<file path="config.mk">
export PLATFORM = sky130hd
export DESIGN_NAME = seven_segment_reader
export DESIGN_NICKNAME = d
export VERILOG_FILES = /design/src/rtl/seg7_pkg.sv /design/src/rtl/seg7_decode.sv /design/src/rtl/seven_segment_reader.sv
export SDC_FILE = /design/constraint.sdc
export NUM_CORES = 1
export LEC_CHECK = 0
export ABC_AREA = 1
export CAP_MARGIN = 5
export CORE_MARGIN = 2
export CORE_UTILIZATION = 51
export DETAILED_ROUTE_END_ITERATION = 8
export PLACE_DENSITY = 0.75
export SLEW_MARGIN = 20
export SYNTH_ARGS = -nofsm -noshare
export SYNTH_HDL_FRONTEND = slang
export SYNTH_SLANG_ARGS = --single-unit
</file>
<file path="constraint.sdc">
create_clock -name clk -period 3 [get_ports clk]
set_input_delay 0.45 -clock clk [delete_from_list [all_inputs] [get_ports clk]]
set_output_delay 0.45 -clock clk [all_outputs]
set_load 0.01 [all_outputs]
</file>
<file path="src/rtl/seg7_pkg.sv">
// Shared definitions for the seven-segment reader: segment code table,
// blank pattern, default digit count and the frame FSM states.
package seg7_pkg;

  localparam int DIGITS_DEF = 4;

  localparam logic [6:0] SEG_BLANK = 7'b111_1111;

  // Active-low patterns, bit order g,f,e,d,c,b,a; entry index is the nibble value.
  localparam logic [6:0] SEG_CODES [16] = '{
    7'b100_0000, 7'b111_1001, 7'b010_0100, 7'b011_0000,
    7'b001_1001, 7'b001_0010, 7'b000_0010, 7'b111_1000,
    7'b000_0000, 7'b001_0000, 7'b000_1000, 7'b000_0011,
    7'b100_0110, 7'b010_0001, 7'b000_0110, 7'b000_1110
  };

  typedef enum logic {
    COLLECT = 1'b0,
    HOLD    = 1'b1
  } state_e;

endpackage

</file>
<file path="src/rtl/seg7_decode.sv">
// Combinational seven-segment pattern to hex nibble decoder; any pattern
// outside the code table (blank included) yields nibble 0 with bad set.
module seg7_decode
  import seg7_pkg::*;
(
  input  logic [6:0] seg,
  output logic [3:0] nibble,
  output logic       bad
);

  always_comb begin
    nibble = 4'h0;
    bad    = 1'b1;
    for (int i = 0; i < 16; i++) begin
      if (seg == SEG_CODES[i]) begin
        nibble = 4'(i);
        bad    = 1'b0;
      end
    end
  end

endmodule

</file>
<file path="src/rtl/seven_segment_reader.sv">
// Samples a multiplexed seven-segment display bus, debounces each digit
// select, assembles complete frames and hands them out with valid/ready.
module seven_segment_reader
  import seg7_pkg::*;
#(
  parameter int STABLE_CYCLES = 4,
  parameter int DIGITS        = DIGITS_DEF
) (
  input  logic                  clk,
  input  logic                  rst_n,
  input  logic [6:0]            seg_in,
  input  logic [DIGITS-1:0]     an_in,
  output logic [4*DIGITS-1:0]   out_digits,
  output logic [DIGITS-1:0]     out_bad,
  output logic                  out_valid,
  input  logic                  out_ready,
  output logic                  overrun
);

  localparam int         IDX_W    = (DIGITS > 1) ? $clog2(DIGITS) : 1;
  localparam logic [7:0] STABLE_C = 8'(STABLE_CYCLES);

  logic [DIGITS+6:0]         prev_q, prev_d;
  logic [7:0]                cnt_q, cnt_d;
  logic [DIGITS-1:0]         mask_q, mask_d;
  logic [DIGITS-1:0][3:0]    slot_nib_q, slot_nib_d;
  logic [DIGITS-1:0]         slot_bad_q, slot_bad_d;
  logic [4*DIGITS-1:0]       dig_q, dig_d;
  logic [DIGITS-1:0]         bad_q, bad_d;
  logic                      ovr_q, ovr_d;
  state_e                    state_q, state_d;

  logic [3:0]                dec_nib;
  logic                      dec_bad;
  logic                      sel_ok;
  logic [IDX_W-1:0]          sel_idx;
  logic                      capture;
  logic                      frame_done;

  seg7_decode u_decode (
    .seg    (seg_in),
    .nibble (dec_nib),
    .bad    (dec_bad)
  );

  always_comb begin
    sel_ok  = $onehot(~an_in);
    sel_idx = '0;
    for (int i = 0; i < DIGITS; i++) begin
      if (!an_in[i]) sel_idx = IDX_W'(i);
    end

    // Counter saturates at STABLE_CYCLES so a held digit captures only once.
    prev_d = {an_in, seg_in};
    if (!sel_ok) begin
      cnt_d = 8'd0;
    end else if ((prev_d == prev_q) && (cnt_q != 8'd0)) begin
      cnt_d = (cnt_q == STABLE_C) ? cnt_q : cnt_q + 8'd1;
    end else begin
      cnt_d = 8'd1;
    end
    capture    = sel_ok && (cnt_d == STABLE_C) && (cnt_q != STABLE_C);
    frame_done = &mask_q;

    mask_d     = frame_done ? '0 : mask_q;
    slot_nib_d = slot_nib_q;
    slot_bad_d = slot_bad_q;
    if (capture) begin
      slot_nib_d[sel_idx] = dec_nib;
      slot_bad_d[sel_idx] = dec_bad;
      mask_d[sel_idx]     = 1'b1;
    end

    state_d = state_q;
    dig_d   = dig_q;
    bad_d   = bad_q;
    ovr_d   = ovr_q;
    case (state_q)
      COLLECT: begin
        if (frame_done) begin
          dig_d   = slot_nib_q;
          bad_d   = slot_bad_q;
          state_d = HOLD;
        end
      end
      HOLD: begin
        // A frame finishing while the held one is still unaccepted is dropped.
        if (frame_done && out_ready) begin
          dig_d = slot_nib_q;
          bad_d = slot_bad_q;
        end else if (frame_done) begin
          ovr_d = 1'b1;
        end else if (out_ready) begin
          state_d = COLLECT;
        end
      end
      default: state_d = COLLECT;
    endcase
  end

  always_ff @(posedge clk) begin
    if (!rst_n) begin
      prev_q     <= '0;
      cnt_q      <= '0;
      mask_q     <= '0;
      slot_nib_q <= '0;
      slot_bad_q <= '0;
      dig_q      <= '0;
      bad_q      <= '0;
      ovr_q      <= 1'b0;
      state_q    <= COLLECT;
    end else begin
      prev_q     <= prev_d;
      cnt_q      <= cnt_d;
      mask_q     <= mask_d;
      slot_nib_q <= slot_nib_d;
      slot_bad_q <= slot_bad_d;
      dig_q      <= dig_d;
      bad_q      <= bad_d;
      ovr_q      <= ovr_d;
      state_q    <= state_d;
    end
  end

  assign out_digits = dig_q;
  assign out_bad    = bad_q;
  assign out_valid  = (state_q == HOLD);
  assign overrun    = ovr_q;

endmodule

</file>
==> results of run 1 <==
-- cell usage in the layout (no fill, tap or decap), types with 4 or more instances in the layout --
cell	Yosys	final
dfxtp_1	65	65
nor2_2	12	13
o21ai_0	21	21
ha_1	4	4
clkbuf_8	0	10
nand4_1	11	11
a21oi_1	22	22
nand3_4	3	5
clkdlybuf4s50_1	0	32
xor2_1	5	5
nand2_1	119	119
nor2_1	67	66
nor3_1	14	13
nand3_1	21	21
o21bai_1	4	4
inv_2	9	9
buf_4	1	14
inv_1	73	73
-- worst max-delay path by stage --
stage / startpoint / to / depth (start not counted)
after floorplan: an_in[0] / slot_nib_q[2]$_SDFFE_PN0P_ / 12
after global placement: an_in[0] / slot_nib_q[5]$_SDFFE_PN0P_ / 14
after detailed placement: an_in[0] / slot_nib_q[4]$_SDFFE_PN0P_ / 14
after CTS: an_in[0] / slot_nib_q[13]$_SDFFE_PN0P_ / 14
after global routing: an_in[0] / slot_bad_q[1]$_SDFFE_PN0P_ / 15
final: an_in[0] / slot_nib_q[7]$_SDFFE_PN0P_ / 14
-- through the flow --
step / TNS [ns] / cell area (sq um) / total power (uW) / hold slack [ns]
after floorplan: 0 / 3240 / 1010 / 0.430
after global placement: -5.19 / 3750 / 1060 / 0.438
after detailed placement: -6.77 / 3750 / 1070 / 0.441
after CTS: 0 / 3980 / 1910 / 0.450
after global routing: 0 / 4080 / 1990 / 0.473
final: 0 / 4080 / 1910 / 0.449
-- flip-flops by register name (all words and copies together), names as in the netlist --
name,count
out_digits,16
slot_nib_q,16
prev_q,11
cnt_q,8
mask_q,4
out_bad,4
slot_bad_q,4
out_valid,1
overrun,1
-- kinds of logic after synthesis --
group           after synthesis  synth area share, %
compound gates               50                 8.37
buf+inv                      95                 11.1
fa+ha+maj                     5                 2.16
simple gates                259                 36.6
flops                        65                 40.1
xor+xnor                      6                 1.62
-- timing repair --
| item | in CTS | in global routing |
|---|---|---|
| gates resized for setup | 0 | 11 |
| hold endpoints to repair | 0 | 0 |
| buffers inserted | 0 | 1 |
| endpoints found under the setup margin | 0 | 24 |
-- critical path: cells and delay by family --
kind	cells	cell delay [ns]
buffers and inverters	3	0.35
and+or+nand+nor	8	1.11
adders and majority gates	3	1.01
-- cell type report --
cell class / instances / area, sq um
Timing Repair Buffer: 50 / 474
Multi-Input combinational cell: 324 / 1660
Clock buffer: 10 / 138
Inverter: 84 / 315
Tap cell: 77 / 96.3
Fill cell: 563 / 2160
Clock inverter: 6 / 90.1
Sequential cell: 65 / 1300
-- power by group through the flow --
| stage | clock [uW] | combinational (uW) | sequential [uW] |
|---|---|---|---|
| after floorplan | 0 | 109 | 896 |
| after global placement | 0 | 166 | 897 |
| after detailed placement | 0 | 169 | 898 |
| after CTS | 862 | 170 | 877 |
| after global routing | 900 | 207 | 879 |
| final | 850 | 184 | 878 |
-- metal layers --
layer / part of all wire, % / up-vias / GRT usage [%] / wire (um)
li1: - / 1604 / - / -
met1: 46 / 1352 / 25.5 / 3230
met5: 0 / - / 0 / 0
met2: 48 / 57 / 34.9 / 3400
met3: 4.4 / 12 / 3.66 / 313
met4: 1.7 / 0 / 8.94 / 122
==> flow_summary.json, run 1 <==
{
  "status": "completed",
  "ys_ff_latch": 65,
  "start_util_pct": 52.0,
  "ff2ff_path_depth": 14,
  "rrSetupSlack_ns": 0.71,
  "combPwrFrac_pct": 9.6,
  "htree_levels": 3,
  "cp_slowest_stage_delay_ns": 0.54,
  "hp-start": "slot_bad_q[2]$_SDFFE_PN0P_",
  "setup-violations-final": 0,
  "synth.net_count": 499,
  "syn_area_per_cell_sq_um": 6.76,
  "grt_usage_pct": 20.5,
  "gr-total-overflow": 0,
  "synthArstFlopShare_pct": 0,
  "place_congestion": 0.847,
  "netlist_instances": 480,
  "holdPathEnd": "out_bad[2]$_SDFFE_PN0P_",
  "switchingPower_uw": 479,
  "final_nets": 553,
  "cp_max_fo": 5,
  "cap_violations": 0,
  "period_needed_ns": 2.69,
  "dp_slack_ns": -0.313,
  "ant_nets": 0,
  "insertedDiodeCount": 0,
  "r2r-start": "cnt_q[0]$_SDFF_PN0_",
  "fin_skew_ns": 0.0104,
  "min_path_type": "flip-flop to flip-flop",
  "switching_share_pct": 25.0,
  "synth_edf_count": 0,
  "drt_iter0_drc": 111,
  "ys_top_cells_by_area": "dfxtp_1, nand2_1, inv_1, nor2_1, a21oi_1",
  "hold_buffers": 0,
  "tritoncts": "built",
  "tightest_slew_ns": 0.774,
  "grt_max_degree": 48,
  "min_path_cells": 2,
  "grt_pass1_vias": 2801,
  "grt_setup_unrepaired": "false",
  "netlist_area_sq_um": 3240,
  "clkPwrFrac_pct": 44.5,
  "dp_cells": 595,
  "drc": 0,
  "startpoint_type": "input pin",
  "clk_latency_ns": 0.35,
  "drt-wirelength-per-cell_um": 11.5,
  "critPathKind": "input pin to flip-flop",
  "die_y_um": 83.7,
  "synthTopCellsByCount": "nand2_1, inv_1, nor2_1",
  "crit_required_ns": 3.24,
  "layout_setup_ws_ns": 0.309,
  "fin_cells": 616,
  "p_int_uw": 1430,
  "synth_flop_cell": "dfxtp_1",
  "period_share_pct": 89.7,
  "reg2reg_to": "slot_nib_q[7]$_SDFFE_PN0P_",
  "cts_made_buffers": 9,
  "seqPwrFrac_pct": 45.9,
  "path_cells": "dlymetal6s2s_1 -> fa_1 -> inv_1 -> ha_1 -> ha_1 -> nor3_2 -> buf_4 -> nand3_4 -> nor3_4 -> nand2_4 -> nor2_4 -> nand3_4 -> nor2_1 -> nor2_2",
  "synth.most_common_cell": "nand2_1",
  "rows": 29,
  "ir_worst_vdd_uv": 323,
  "area_growth_syn_to_layout_pct": 25.7,
  "ioPinCount": 36,
  "layout-drive-gt1-share_pct": 13.2,
  "vias": 3025,
  "wl_um": 7060,
  "yosysUniqueCellTypes": 34,
  "dp_hpwl_um": 4820,
  "powerDensity_nw_per_um2": 469,
  "io_buffers": 35,
  "die_area_sq_um": 7010,
  "drv_slew": 0,
  "utilization_pct": 65.3,
  "synth_area_leader_cell": "dfxtp_1",
  "vias_per_cell": 4.91,
  "slew_headroom_pct": 48.0,
  "p_leak_uw": 0.00194,
  "antenna_found_initial": 0,
  "yosysSeqAreaShare_pct": 40.1,
  "hold_violations": 0,
  "clkSinkCount": 65,
  "die_width_um": 83.7,
  "fp.coreArea_sq_um": 6240,
  "dr.pass1.iters": 4,
  "critPathArrivalTime_ns": 2.93,
  "cp_slowest_cell": "fa_1",
  "clk_path_buf_depth": 2,
  "clk_pin_slew_ns": 0.07,
  "yosysTopAreaCellShare_pct": 40.1,
  "cts_root_buf": "clkbuf_8",
  "yosys_warnings": 0,
  "endpoint_kind": "flip-flop",
  "grt_pass1_wl_um": 11800,
  "fmax_mhz": 372
}
Power figures use the tool's default switching activity.
==> run 2, diff against run 1 <==
--- a/config.mk
+++ b/config.mk
@@ -11,6 +11,7 @@
 export CORE_UTILIZATION = 51
 export DETAILED_ROUTE_END_ITERATION = 8
 export PLACE_DENSITY = 0.75
+export RECOVER_POWER = 100
 export SLEW_MARGIN = 20
 export SYNTH_ARGS = -nofsm -noshare
 export SYNTH_HDL_FRONTEND = slang
==> run 2 against run 1 <==
  * The run now ends with max-capacitance violations, max-slew violations left
  * Design area is 0.18% lower
  * Clock-buffer cell count unchanged
  * Non-clock buffer count stayed put
  * Register-to-register slack lost 0.03 ns
  * Flip-flop and latch count did not move
  * Sequential share of layout area grew 0.059 points
  * Largest power group unchanged
  * Combinational power about the same
  * Critical path type unchanged
==> flow_summary.json, run 2 (synthesis gave the netlist of run 1 again) <==
{
  "critPathKind": "input pin to flip-flop",
  "cts_root_buf": "clkbuf_8",
  "hold_buffers": 0,
  "grt_pass1_vias": 2801,
  "fillCellCount": 567,
  "slew_headroom_pct": -22.0,
  "dr.pass1.iters": 5,
  "period_share_pct": 91.0,
  "cap_violations": 1,
  "antenna_found_initial": 0,
  "powerDensity_nw_per_um2": 470,
  "worst-path-buf-inv": 3,
  "die_y_um": 83.7,
  "drt-wirelength-per-cell_um": 11.4,
  "grt_setup_unrepaired": "false",
  "wl_um": 7030,
  "rows": 29,
  "dp_hpwl_um": 4820,
  "die_width_um": 83.7,
  "tightest_slew_ns": 1.83,
  "p_leak_uw": 0.00201,
  "cts_made_buffers": 9,
  "final_cell_mix": "nand2_1, inv_1, nor2_1",
  "critPathArrivalTime_ns": 3.02,
  "min_path_type": "flip-flop to flip-flop",
  "vias": 3027,
  "area_growth_syn_to_layout_pct": 25.5,
  "tritoncts": "built",
  "fin_skew_ns": 0.0103,
  "start_util_pct": 52.0,
  "drt_iter0_drc": 120,
  "clk_path_buf_depth": 2,
  "layout-drive-gt1-share_pct": 12.6,
  "path_cells": "dlymetal6s2s_1 -> fa_1 -> inv_1 -> ha_1 -> ha_1 -> nor3_2 -> buf_4 -> nand3_4 -> nor3_4 -> nand2_4 -> nor2_4 -> nand3_4 -> nand2_1 -> nand2_1 -> nor2_2",
  "cp_slowest_stage_delay_ns": 0.54,
  "drv_slew": 48,
  "die_area_sq_um": 7010,
  "period_needed_ns": 2.73,
  "grt_pass1_wl_um": 11800,
  "ir_worst_vdd_uv": 322,
  "drc": 0,
  "startpoint_type": "input pin",
  "final_common_cell": "nand2_1",
  "htree_levels": 3,
  "insertedDiodeCount": 0,
  "violations": "max-capacitance violations, max-slew violations",
  "fin_cells": 616,
  "grt_usage_pct": 20.5,
  "cp_slowest_cell": "fa_1",
  "crit_required_ns": 3.29,
  "crit_family": "simple AND/OR/NAND/NOR gates",
  "layout_setup_ws_ns": 0.271,
  "vias_per_cell": 4.91,
  "ioPinCount": 36,
  "fmax_mhz": 366,
  "final_nets": 553,
  "status": "finished, violations left",
  "dp_slack_ns": -0.313,
  "gr-total-overflow": 0,
  "grt_max_degree": 48,
  "clk_pin_slew_ns": 0.08,
  "clk_latency_ns": 0.35,
  "endpoint_kind": "flip-flop",
  "io_buffers": 35,
  "cp_max_fo": 5,
  "clkSinkCount": 65,
  "whs_ns": 0.449,
  "setup-violations-final": 0,
  "ant_nets": 0,
  "fp.coreArea_sq_um": 6240,
  "dp_cells": 595,
  "place_congestion": 0.847,
  "hold_violations": 0
}
run 2: timing repair:
| action | in CTS | in global routing |
|---|---|---|
| endpoints found under the hold margin | 0 | 0 |
| setup buffers | 0 | 1 |
| gates resized for setup | 0 | 11 |
| setup endpoints to repair | 0 | 24 |
run 2: final timing paths:
kind / endpoint / startpoint / cells after the start / slack (ns)
worst max register to register: slot_nib_q[6]$_SDFFE_PN0P_ / cnt_q[0]$_SDFF_PN0_ / 15 / 0.68
worst min register to register: out_bad[2]$_SDFFE_PN0P_ / slot_bad_q[2]$_SDFFE_PN0P_ / 2 / 0.45
worst max-delay path: slot_nib_q[6]$_SDFFE_PN0P_ / an_in[0] / 15 / 0.27
worst min-delay path: out_bad[2]$_SDFFE_PN0P_ / slot_bad_q[2]$_SDFFE_PN0P_ / 2 / 0.45
run 2: per-layer routing:
layer	wire length (um)	part of all wire (%)	up-vias	track usage (%)
met3	275	3.9	12	3.66
met1	3220	46	1350	25.5
li1	-	-	1610	-
met2	3410	49	55	34.9
met5	0	0	-	0
met4	122	1.7	0	8.94
run 2: worst register-to-register path, stage by stage (launching register included):
cell and delay, ns:
dfxtp_1 0.40, inv_1 0.06, ha_1 0.20, nand2_1 0.07, nor2_1 0.04, nand2_1 0.12
nand2_1 0.08, nor2_2 0.18, nand3_4 0.11, nor3_4 0.24, nand2_4 0.11, nor2_4 0.22
nand3_4 0.14, nand2_1 0.10, nand2_1 0.06, nor2_2 0.14
run 2: stage by stage:
stage               TNS [ns]  total power [uW]  utilization, %  cell area (sq um)
CTS                        0              1910            63.7               3980
global route               0              1990            65.2               4070
detailed placement     -6.77              1070            60.1               3750
floorplan                  0              1010               -               3240
finish                     0              1910            65.2               4070
global placement       -5.19              1060            60.1               3750
run 2: final cells by class:
type	count	area [sq um]	share of cell area (%)
clock buffer	10	138	3.38
multi-input combinational	324	1660	40.9
sequential	65	1300	32.0
inverter	84	315	7.75
timing repair buffer	50	467	11.5
tap	77	96.3	2.37
clock inverter	6	90.1	2.21
run 2: power breakdown:
group	leakage, uW	switching, uW	total [uW]	internal (uW)
sequential	0.000526	5.93	878	872
combinational	0.00137	116	184	68.3
clock	0.000113	359	852	493
total	0.00201	480	1910	1430
==> run 3, diff against run 2 <==
--- a/config.mk
+++ b/config.mk
@@ -8,11 +8,12 @@
 export ABC_AREA = 1
 export CAP_MARGIN = 5
 export CORE_MARGIN = 2
-export CORE_UTILIZATION = 51
+export CORE_UTILIZATION = 50
 export DETAILED_ROUTE_END_ITERATION = 8
-export PLACE_DENSITY = 0.75
+export PLACE_DENSITY = 0.74
 export RECOVER_POWER = 100
 export SLEW_MARGIN = 20
 export SYNTH_ARGS = -nofsm -noshare
 export SYNTH_HDL_FRONTEND = slang
+export SYNTH_HIERARCHICAL = 1
 export SYNTH_SLANG_ARGS = --single-unit
==> run 3 against run 2 <==
  * The run now ends clean
  * Area after synthesis shrank 3.4%
  * Setup slack gained 0.0050 ns
  * Wire length shrank 3.3%
  * Sequential share of layout area grew 1.5 points
  * Clock skew shrank 0.0011 ns
  * Critical endpoint is now slot_nib_q[3]$_SDFFE_PN0P_
  * Largest cell class unchanged
==> flow_summary.json, run 3 <==
{
  "synthTopCellsByCount": "nand2_1, nor2_1, inv_1",
  "die_width_um": 83.1,
  "cp-startpoint": "an_in[0]",
  "insertedDiodeCount": 0,
  "cts_made_buffers": 9,
  "dr.pass1.iters": 5,
  "fmax_mhz": 367,
  "dr_wl_met2_um": 3330,
  "r2r-start": "cnt_q[0]$_SDFF_PN0_",
  "die_area_sq_um": 6910,
  "status": "completed",
  "reg2reg_to": "slot_nib_q[3]$_SDFFE_PN0P_",
  "ff2ff_path_depth": 16,
  "start_util_pct": 52.3,
  "yosys_warnings": 6,
  "syn_area_per_cell_sq_um": 6.76,
  "tns_ns": 0,
  "final_nets": 534,
  "grt_max_degree": 41,
  "ant_nets": 0,
  "ir_worst_vdd_uv": 412,
  "final_common_cell": "nand2_1",
  "antenna_found_initial": 0,
  "critPathKind": "input pin to flip-flop",
  "rrSetupSlack_ns": 0.73,
  "tritoncts": "built",
  "synth_area_leader_cell": "dfxtp_1",
  "fillCellCount": 540,
  "min_path_type": "flip-flop to flip-flop",
  "ioPinCount": 36,
  "holdPathEnd": "out_digits[12]$_SDFFE_PN0P_",
  "dr_wl_met3_um": 301,
  "hold_buffers": 0,
  "drv_slew": 0,
  "drc": 0,
  "rows": 28,
  "grt_setup_unrepaired": "false",
  "die_y_um": 83.1,
  "cap_violations": 0,
  "hp-start": "slot_nib_q[12]$_SDFFE_PN0P_",
  "wl_met1_um": 3060,
  "drt-wirelength-per-cell_um": 11.4,
  "netlist_area_sq_um": 3130,
  "dp_hpwl_um": 4520,
  "vias_per_cell": 4.82,
  "p_leak_uw": 0.00201,
  "layout_setup_ws_ns": 0.276,
  "drt_iter0_drc": 136,
  "critPathArrivalTime_ns": 2.96,
  "p_total_uw": 1810,
  "crit_required_ns": 3.23,
  "synth.net_count": 482,
  "grt_pass1_vias": 2697,
  "powerDensity_nw_per_um2": 464,
  "yosysTopAreaCellShare_pct": 41.6,
  "yosysUniqueCellTypes": 31,
  "dp_slack_ns": -0.295,
  "grt_usage_pct": 19.3,
  "synthArstFlopShare_pct": 0,
  "cp_max_fo": 5,
  "slew_headroom_pct": 19.2,
  "top_layer": "met4",
  "clk_latency_ns": 0.34,
  "cts_root_buf": "clkbuf_8",
  "layout-drive-gt1-share_pct": 12.1,
  "vias": 2866,
  "ys_top_cells_by_area": "dfxtp_1, nand2_1, nor2_1, inv_1, a21oi_1",
  "setup-violations-final": 0,
  "utilization_pct": 65.0,
  "io_buffers": 35,
  "whs_ns": 0.461,
  "period_needed_ns": 2.72,
  "netlist_instances": 463,
  "htree_levels": 3,
  "fin_skew_ns": 0.00919,
  "clkSinkCount": 65,
  "tightest_slew_ns": 1.21,
  "gr-total-overflow": 0,
  "wl_um": 6790,
  "clk_path_buf_depth": 2,
  "ys_ff_latch": 65,
  "min_path_cells": 2,
  "synth_flop_cell": "dfxtp_1",
  "area_growth_syn_to_layout_pct": 24.3,
  "synth.most_common_cell": "nand2_1",
  "final_cell_mix": "nand2_1, nor2_1, inv_1",
  "period_share_pct": 90.8,
  "synth_edf_count": 0,
  "endpoint_kind": "flip-flop",
  "place_congestion": 0.891,
  "clk_pin_slew_ns": 0.08,
  "hold_violations": 0,
  "fp.coreArea_sq_um": 5990,
  "yosysSeqAreaShare_pct": 41.6,
  "grt_pass1_wl_um": 11200,
  "startpoint_type": "input pin"
}
## run 3: cell types whose count changed in the layout (fill, tap and decap cells not counted), sizes merged, moves of 3 or more
| cell | before | now |
|---|---|---|
| nor3 | 16 | 5 |
| nand3 | 29 | 23 |
| xor2 | 5 | 1 |
| nand2 | 120 | 123 |
| inv | 83 | 76 |
| nor2 | 82 | 88 |
| o21bai | 5 | 0 |
## run 3: worst max path at each step
stage	to	slack [ns]	cells past startpoint
after floorplan	slot_nib_q[0]$_SDFFE_PN0P_	0.35	15
after global placement	slot_nib_q[8]$_SDFFE_PN0P_	-0.19	17
after detailed placement	slot_nib_q[5]$_SDFFE_PN0P_	-0.30	17
after CTS	slot_nib_q[7]$_SDFFE_PN0P_	0.04	18
after global routing	slot_nib_q[5]$_SDFFE_PN0P_	0.04	19
final	slot_nib_q[3]$_SDFFE_PN0P_	0.28	19
## run 3: per-layer routing
metal,vias to the layer above,track usage [%]
li1,1529,-
met5,-,0
met3,12,3.88
met1,1268,22.3
met4,0,8.05
met2,57,34.8
## run 3: area by class of cell
| class | instances | area (sq um) | area share, % |
|---|---|---|---|
| Inverter | 75 | 287 | 7.36 |
| Tap cell | 75 | 93.8 | 2.41 |
| Sequential cell | 65 | 1300 | 33.4 |
| Clock buffer | 9 | 124 | 3.18 |
| Clock inverter | 7 | 77.6 | 1.99 |
| Multi-Input combinational cell | 312 | 1540 | 39.4 |
| Timing Repair Buffer | 52 | 474 | 12.2 |
## run 3: what timing repair did
| item | 4_1_cts | 5_1_grt |
|---|---|---|
| buffers inserted | 0 | 2 |
| gates resized for setup | 0 | 13 |
| setup endpoints to repair | 0 | 24 |
## run 3: kinds of logic after synthesis
logic type	share of synthesized area [%]
simple gates	34.6
buf+inv	12.0
fa+ha+maj	2.24
flops	41.6
xor+xnor	1.12
compound gates	8.47
## run 3: power breakdown
part	leakage (uW)	internal [uW]	switching, uW
clock	0.000100	390	361
sequential	0.000526	871	5.29
combinational	0.00139	67.5	109
total	0.00201	1330	476
## run 3: critical path, stage by stage
cell,delay [ns]
dlymetal6s2s_1,0.15
fa_1,0.54
inv_1,0.04
ha_1,0.18
ha_1,0.17
inv_1,0.05
nand2_1,0.05
nor2_2,0.12
inv_1,0.07
nor2_1,0.10
clkbuf_1,0.20
nand4_1,0.17
nand2_2,0.13
nor2_4,0.07
buf_4,0.17
nand3_2,0.13
nand2_1,0.06
nand2_1,0.06
nor2_1,0.05
## run 3: per-stage QoR
step	instance area, sq um	instances
after floorplan	3130	463
after global placement	3590	573
after detailed placement	3590	573
after CTS	3800	589
after global routing	3890	595
final	3890	595
